## config.mk

```make
export PLATFORM = sky130hd
export DESIGN_NAME = memoria_dados_param
export DESIGN_NICKNAME = d
export VERILOG_FILES = /design/src/rtl/memoria_dados_param.sv
export SDC_FILE = /design/constraint.sdc
export NUM_CORES = 2
export LEC_CHECK = 0
export ABC_AREA = 1
export BUFFER_PORTS_ARGS = -buffer_cell sky130_fd_sc_hd__clkbuf_2
export CAP_MARGIN = 25
export CORE_MARGIN = 5
export CORE_UTILIZATION = 55
export DETAILED_ROUTE_END_ITERATION = 10
export PLACE_DENSITY = 0.71
export REMOVE_ABC_BUFFERS = 1
export SLEW_MARGIN = 40
export SYNTH_ARGS = -nofsm -noshare
export SYNTH_HDL_FRONTEND = slang
export SYNTH_SLANG_ARGS = --single-unit
```

## constraint.sdc

```tcl
create_clock -name clk -period 6.18 [get_ports clk]
set_input_delay 0.618 -clock clk [delete_from_list [all_inputs] [get_ports clk]]
set_output_delay 0.618 -clock clk [all_outputs]
set_load 0.03 [all_outputs]
```

## src/rtl/memoria_dados_param.sv

```systemverilog
// memoria_dados_param: RISC-V byte/half/word data memory with clear sweep, n_in injection, tap output and optional MEMDADOS_MISALIGN_TRAP_EN trap
module memoria_dados_param #(
  parameter int DEPTH      = 64,
  parameter int ADDR_WIDTH = 10,
  parameter int N_IN_WORD  = 0,
  parameter int TAP_WORD   = 10
) (
  input  logic        clk,
  input  logic        rst,
  input  logic        mem_write,
  input  logic        mem_read,
  input  logic [1:0]  store_size,
  input  logic [1:0]  load_size,
  input  logic        load_unsigned,
  input  logic [31:0] endereco,
  input  logic [31:0] write_data,
  input  logic [31:0] n_in,
  output logic [31:0] read_data,
  output logic        read_valid,
  output logic        busy,
  output logic        misalign,
  output logic [31:0] tap_data
);
  localparam int AW = (DEPTH > 1) ? $clog2(DEPTH) : 1;
  localparam logic [AW-1:0] NI_IDX  = N_IN_WORD[AW-1:0];
  localparam logic [AW-1:0] TAP_IDX = TAP_WORD[AW-1:0];
  localparam logic [AW-1:0] LAST    = AW'(DEPTH - 1);
  typedef enum logic {CLEAR, RUN} state_t;
  state_t r_state, w_next;
  logic [AW-1:0] r_clr_idx;
  logic [31:0] r_mem [DEPTH];
  logic [31:0] r_rdata, r_tap;
  logic r_rvalid, r_mis;
  logic [ADDR_WIDTH-3:0] w_idx;
  logic [AW-1:0] w_widx;
  logic w_in_range, w_run, w_st, w_ld, w_ld_ok, w_ni_en, w_mis_st, w_mis_ld, w_unused;
  logic [3:0] w_be;
  logic [31:0] w_wdata, w_base, w_merged, w_rword, w_ext;
  logic [15:0] w_half;
  logic [7:0] w_byte;
  assign w_unused   = ^endereco[31:ADDR_WIDTH];
  assign w_idx      = endereco[ADDR_WIDTH-1:2];
  assign w_widx     = w_idx[AW-1:0];
  assign w_in_range = 32'(w_idx) < DEPTH;
  assign w_run      = (r_state == RUN) && !rst;
`ifdef MEMDADOS_MISALIGN_TRAP_EN
  assign w_mis_st = mem_write && (store_size[1] ? endereco[1:0] != 2'b00 : store_size[0] & endereco[0]);
  assign w_mis_ld = mem_read && (load_size[1] ? endereco[1:0] != 2'b00 : load_size[0] & endereco[0]);
`else
  assign w_mis_st = 1'b0;
  assign w_mis_ld = 1'b0;
`endif
  assign w_st    = w_run && mem_write && w_in_range && !w_mis_st;
  assign w_ld    = w_run && mem_read;
  assign w_ld_ok = w_ld && w_in_range && !w_mis_ld;
  assign w_ni_en = w_run && (N_IN_WORD < DEPTH);
  assign w_be    = store_size[1] ? 4'hF : store_size[0] ? (endereco[1] ? 4'hC : 4'h3) : 4'b0001 << endereco[1:0];
  assign w_wdata = store_size[1] ? write_data : store_size[0] ? {2{write_data[15:0]}} : {4{write_data[7:0]}};
  assign w_base  = (w_ni_en && w_widx == NI_IDX) ? n_in : r_mem[w_widx];
  assign w_merged = {w_be[3] ? w_wdata[31:24] : w_base[31:24], w_be[2] ? w_wdata[23:16] : w_base[23:16],
                     w_be[1] ? w_wdata[15:8] : w_base[15:8], w_be[0] ? w_wdata[7:0] : w_base[7:0]};
  assign w_rword = w_in_range ? r_mem[w_widx] : '0;
  assign w_byte  = w_rword[{endereco[1:0], 3'b000} +: 8];
  assign w_half  = endereco[1] ? w_rword[31:16] : w_rword[15:0];
  assign w_ext   = load_size[1] ? w_rword : load_size[0] ? {{16{w_half[15] & ~load_unsigned}}, w_half}
                                                          : {{24{w_byte[7] & ~load_unsigned}}, w_byte};
  assign read_data  = r_rdata;
  assign read_valid = r_rvalid;
  assign misalign   = r_mis;
  assign tap_data   = r_tap;
  always_ff @(posedge clk) begin
    if (rst) begin
      r_state   <= CLEAR;
      r_clr_idx <= '0;
    end else begin
      r_state   <= w_next;
      r_clr_idx <= (r_state == CLEAR) ? r_clr_idx + 1'b1 : '0;
    end
  end
  always_comb begin
    w_next = (r_state == CLEAR && r_clr_idx == LAST) ? RUN : r_state;
    busy   = (r_state == CLEAR);
  end
  always_ff @(posedge clk) begin
    if (r_state == CLEAR && !rst) r_mem[r_clr_idx] <= '0;
    if (w_ni_en && !(w_st && w_widx == NI_IDX)) r_mem[NI_IDX] <= n_in;
    if (w_st) r_mem[w_widx] <= w_merged;
  end
  always_ff @(posedge clk) begin
    if (rst) begin
      r_rdata  <= '0;
      r_rvalid <= 1'b0;
      r_mis    <= 1'b0;
      r_tap    <= '0;
    end else begin
      r_rdata  <= w_ld_ok ? w_ext : '0;
      r_rvalid <= w_ld;
      r_mis    <= w_run && (w_mis_st || w_mis_ld);
      r_tap    <= (r_state == RUN && TAP_WORD < DEPTH) ? r_mem[TAP_IDX] : '0;
    end
  end
endmodule

```

# Word-level counts from Yosys, hierarchy flattened
# Memory sizes are Yosys's and may differ from the RTL's. A register that Yosys moved wholly into a read port is not among the register bits.
# Index checks and enable logic that the tools add are counted.
dict set report op_classes {
  addsub 1
  magnitude_cmp 1
  n_eq_ne 1
  shifts 2
  n_mux 23
  n_bitwise 5
  reduce_logical 17
}
# op n
set ops {}
lappend ops {{two-way mux 32 bit} 7}
lappend ops {{two-way mux 8 bit} 4}
lappend ops {{OR reduction 32 bit} 1}
lappend ops {{indexed part select 32 x 6 -> 8 bit} 1}
lappend ops {{two-way mux 16 bit} 1}
lappend ops {{two-way mux 4 bit} 3}
lappend ops {{logical AND 1 bit} 10}
lappend ops {{less-than comparator 8 x 7 -> 1 bit, second input constant} 1}
lappend ops {{two-way mux 1 bit} 7}
lappend ops {{adder 6 x 1 -> 6 bit, second input constant} 1}
lappend ops {{equality test 6 bit, second input constant} 1}
lappend ops {{zero test 6 bit} 1}
lappend ops {{two-way mux 6 bit} 1}
lappend ops {{OR reduction 2 bit} 3}
lappend ops {{left shift 1 x 2 -> 4 bit, first input constant} 1}
lappend ops {{NOT 1 bit} 3}
lappend ops {{bitwise AND 1 bit} 2}
lappend ops {{zero test 1 bit} 2}
dict set report totals {
  ff_bits 40
  ramBits 2048
  wordCells 55
  memories 1
}
# memory words width rd rd_ports_with_merged_regs write_ports line_no
set mem_list {}
lappend mem_list {r_mem 64 32 2 1 2 31} ;# logic [31:0] r_mem [DEPTH];

# Depth between registers and ports, before layout
dict set report logic_depth {
  ltp_word 11
  ltp_mapped 21
  mapped_depth_nobuf 17
}

# Worst setup path after synthesis
# No wires, ideal clock.
dict set report synth_timing {
  path_type {in2reg}
  startpoint {in endereco[4]}
  endpoint {mem r_mem[25][0], enable pin}
  setup_time_ns 0.466
  t_arrival_ns 4.572
  setup_slack_ns 1.143
  stages 13
  path_buffers 2
  path_cell_list {buf_4 > nor2_4 > nand2_2 > nor3_4 > inv_2 > nor3_4 > nor2_1 > buf_2 > nor2_1 > nand2_1 > nor2_1 > inv_2 > o21ai_0}
}
# element line_no
set synth_rtl {}
lappend synth_rtl {{start, declared} 15} ;# input logic [31:0] endereco,
lappend synth_rtl {{end, declared} 31}

==> metrics.txt <==
# TYPE chip_impl_metric gauge
chip_impl_metric{name="die_width",unit="um"} 451
chip_impl_metric{name="seq_power_share",unit="%"} 50.0
chip_impl_metric{name="p_leak",unit="uW"} 0.0460
chip_impl_metric{name="clkLatencyLatePin",unit="ns"} 0.91
chip_impl_metric{name="maxCapViolCount",unit=""} 0
chip_impl_metric{name="first_global_vias",unit=""} 86800
chip_impl_metric{name="syn-mean-instance-area",unit="um2"} 8.63
chip_impl_info{name="hold-path-endpoint",value="r_state$_SDFFE_PP0P_"} 1
chip_impl_info{name="dominantRegCellSynth",value="edfxtp_1"} 1
chip_impl_metric{name="fin_total_pwr",unit="uW"} 31200
chip_impl_metric{name="drv_slew",unit=""} 0
chip_impl_metric{name="p_comb_share",unit="%"} 8.0
chip_impl_metric{name="drc",unit=""} 0
chip_impl_metric{name="fin_ws",unit="ns"} 1.78
chip_impl_info{name="rr_startpoint",value="r_state$_SDFFE_PP0P_"} 1
chip_impl_info{name="synth.cells.most_frequent",value="5565 x nand2_1, 2048 x edfxtp_1, 1387 x o21ai_0"} 1
chip_impl_metric{name="clock.fmax",unit="MHz"} 227
chip_impl_metric{name="total_gr_overflow",unit=""} 0
chip_impl_metric{name="hold_viol_final",unit=""} 0
chip_impl_metric{name="fp.coreArea",unit="um2"} 193000
chip_impl_metric{name="drive_above_1_share",unit="%"} 9.94
chip_impl_info{name="post-synth-top-count-cell",value="nand2_1"} 1
chip_impl_metric{name="least_margin_pin_slew",unit="ns"} 0.968
chip_impl_info{name="min-delay-start",value="rst"} 1
chip_impl_metric{name="grt_first_pass_wirelength",unit="mm"} 619
chip_impl_metric{name="postSynthCellCount",unit=""} 12400
chip_impl_info{name="status",value="finished clean"} 1
chip_impl_metric{name="clock_sink_count",unit=""} 2120
chip_impl_metric{name="synthAdderAreaFrac",unit="%"} 0.0117
chip_impl_metric{name="powerDensity",unit="nW/um2"} 260
chip_impl_metric{name="fin_crit_sh",unit="%"} 71.3
chip_impl_metric{name="timing.reg2reg.worst_path_depth",unit=""} 14
chip_impl_metric{name="sw_frac_of_total",unit="%"} 25.2
chip_impl_metric{name="compound_gate_fraction_of_synth_area",unit="%"} 11.9
chip_impl_metric{name="grt_max_degree",unit=""} 115
chip_impl_info{name="category_of_the_critical_setup_timing_path",value="reg -> reg"} 1
chip_impl_info{name="synth_top_cells_by_area",value="edfxtp_1 58%, nand2_1 20%, o21ai_0 6.5%"} 1
chip_impl_metric{name="synthMuxAreaShare",unit="%"} 0
chip_impl_metric{name="finalSetupViolations",unit=""} 0
chip_impl_metric{name="netlist_area",unit="um2"} 107000
chip_impl_metric{name="syn_to_final_growth",unit="%"} 12.1
chip_impl_metric{name="gp_congestion",unit=""} 1.04
chip_impl_info{name="cts_root_buffer",value="clkbuf_16"} 1
chip_impl_metric{name="synth_sequential_area_ratio",unit="%"} 58.9
chip_impl_metric{name="synthDistinctLibCells",unit=""} 42
chip_impl_metric{name="synth-simple-area-share",unit="%"} 23.4
chip_impl_metric{name="die_h",unit="um"} 451
chip_impl_metric{name="clock-skew-final",unit="ns"} 0.0359
chip_impl_metric{name="synth-edff-count",unit=""} 2048
chip_impl_metric{name="p_int",unit="uW"} 23300
chip_impl_metric{name="io_buffer_count",unit=""} 148
chip_impl_metric{name="floorplan.io_pins",unit=""} 172
chip_impl_metric{name="yosys_register_bits",unit=""} 2120
chip_impl_info{name="cts_tree",value="built"} 1
chip_impl_metric{name="finalWirelength",unit="mm"} 445
chip_impl_metric{name="multi_input_area",unit="um2"} 39300
chip_impl_info{name="critical_path.endpoint_type",value="register"} 1
chip_impl_metric{name="hold-path-cell-count",unit=""} 2
chip_impl_metric{name="detailed_placer_s_ending_hpwl",unit="mm"} 272
chip_impl_metric{name="final_nets",unit=""} 12200
chip_impl_metric{name="worst_rel_slew_slack",unit="%"} 34.8
chip_impl_metric{name="power_frac_clock",unit="%"} 42.0
chip_impl_metric{name="timing.final.crit_period",unit="ns"} 4.40
chip_impl_metric{name="totalNegativeSetupSlack",unit="ns"} 0
chip_impl_info{name="min-delay-path-class",value="in -> reg"} 1
chip_impl_info{name="grt_setup_unrepaired",value="no"} 1
chip_impl_metric{name="track_usage",unit="%"} 42.6
chip_impl_metric{name="floorplan.initialDensity",unit="%"} 55.4
chip_impl_metric{name="clkSlewWorstSetupHoldPaths",unit="ns"} 0.07
chip_impl_metric{name="ys.warnings.count",unit=""} 0
chip_impl_metric{name="viasPerCell",unit=""} 6.30
chip_impl_metric{name="cts_buffer_depth",unit=""} 3
chip_impl_metric{name="die_area",unit="um2"} 203000
chip_impl_metric{name="area.sequential",unit="um2"} 62900
chip_impl_metric{name="avgRoutedWirePerCell",unit="um"} 29.9
chip_impl_metric{name="path_max_fanout",unit=""} 13
chip_impl_metric{name="worst-endpoint-arrival",unit="ns"} 5.01
chip_impl_info{name="synth.largest_area_cell",value="edfxtp_1"} 1
chip_impl_metric{name="detailedPlace.worstSlack",unit="ns"} 1.18
chip_impl_metric{name="drt_first_iter_violations",unit=""} 15200
chip_impl_metric{name="holdWs",unit="ns"} 0.112
chip_impl_metric{name="crit_required",unit="ns"} 6.78
chip_impl_metric{name="worst_case_register_to_register_setup_slack",unit="ns"} 1.78
chip_impl_info{name="critical_path.startpoint_type",value="register"} 1
chip_impl_metric{name="dr_total_vias",unit=""} 93700
chip_impl_metric{name="synth_xor_area_share",unit="%"} 0
chip_impl_info{name="synth_top_family_by_area",value="simple AND/OR/NAND/NOR gates"} 1
chip_impl_metric{name="drtAntennaViolNets",unit=""} 0
chip_impl_metric{name="cts-buffers-inserted",unit=""} 218
chip_impl_info{name="timing.rr.end",value="r_mem[38][14]$_DFFE_PP_"} 1
chip_impl_metric{name="asyncSetResetFlopFracSynth",unit="%"} 0
chip_impl_metric{name="final.fill_count",unit=""} 15900
chip_impl_metric{name="num_rows",unit=""} 161
chip_impl_metric{name="drt_pre_antenna_iters",unit=""} 7
chip_impl_metric{name="antenna_found_initial",unit=""} 44
chip_impl_metric{name="cts.repair.resized",unit=""} 0
chip_impl_metric{name="peakVddDrop",unit="uV"} 288
chip_impl_metric{name="post-synth-top-area-fraction",unit="%"} 57.6
chip_impl_metric{name="htree_num_levels",unit=""} 4
chip_impl_metric{name="switching_component_of_the_power",unit="uW"} 7850
-- placed cells by master, fill, tap and decap left out, types with 30 or more instances in the layout --
cell          n
clkbuf_1     66
clkinv_2     30
clkbuf_2    145
nand4_1     173
clkinv_1     52
nor2_1      297
a21oi_1     328
nand3_1     158
o21ai_4      70
clkbuf_16   228
or2_2        59
o21ai_0    1373
edfxtp_1   2048
diode_2      47
dfxtp_1      72
nand2_1    5538
o21ai_1     486
buf_12       98
nor2_4       75
inv_1       293
a22oi_1      95
buf_4       333
-- worst max-delay path by stage --
stage	start	end	slack, ns
6_report	r_state$_SDFFE_PP0P_	r_mem[38][14]$_DFFE_PP_	1.78
5_1_grt	r_state$_SDFFE_PP0P_	r_mem[38][28]$_DFFE_PP_	1.82
4_1_cts	r_state$_SDFFE_PP0P_	r_mem[38][3]$_DFFE_PP_	1.97
3_5_place_dp	endereco[2]	r_mem[59][20]$_DFFE_PP_	1.18
3_3_place_gp	endereco[2]	r_mem[39][20]$_DFFE_PP_	1.17
2_1_floorplan	endereco[2]	r_mem[25][0]$_DFFE_PP_	-3.36
-- per-stage QoR --
step,cells,cell area [um2],util [%]
after global routing,14800,120000,62.0
after CTS,14800,119000,62.0
after detailed placement,14400,113000,58.4
after floorplan,11300,102000,-
after global placement,14400,112000,58.0
final,14900,120000,62.1
-- worst max-delay path, stage by stage (launching register included) --
cell	delay [ns]
dfxtp_1	0.33
inv_1	0.17
nor2_1	0.17
inv_2	0.22
nor3_1	0.26
inv_1	0.34
nor3_1	0.25
clkinv_1	0.55
buf_4	0.49
nor2_4	0.13
inv_1	0.23
o21ai_4	0.27
buf_6	0.23
buf_8	0.20
buf_4	0.22
-- timing repair --
action / in CTS / in global routing
buffers inserted: 0 / 0
hold buffers: 1 / 0
hold endpoints to repair: 1 / 0
-- power groups by stage --
stage,Sequential [uW],Combinational [uW],Clock (uW)
floorplan,15900,962,0
global placement,15900,2340,0
detailed placement,15900,2370,0
CTS,15600,2380,13100
global route,15600,2510,13600
finish,15600,2500,13100
-- layer usage --
metal  share of wire [%]  vias up  track usage, %
met5               0.014        -               0
met4                  10       10            36.7
met3                  15     1657            12.4
met2                  42     7539            61.8
met1                  33    43700            52.3
li1                    -    40800               -
-- cells by family after synthesis --
kind of cell | after synthesis
AOI/OAI and AO/OA | 2422
buffers and inverters | 1435
other | 1
DFF | 2120
and+or+nand+nor | 6389
adders and majority gates | 1
-- sequential cells by signal, indices dropped and copies added, names as in the netlist --
| signal | cells |
|---|---|
| read_valid | 1 |
| tap_data | 32 |
| read_data | 32 |
| r_clr_idx | 6 |
| r_mem | 2048 |
| r_state | 1 |
-- final cells by class --
class | count | area share [%]
flip-flops and latches | 2120 | 52.6
clock buffers | 305 | 5.08
multi-input cells | 8813 | 32.9
inverters | 327 | 1.05
clock inverters | 104 | 0.697
diodes | 47 | 0.0983
well taps | 2526 | 2.64
repair buffers | 622 | 4.97
Power figures use the tool's default switching activity.
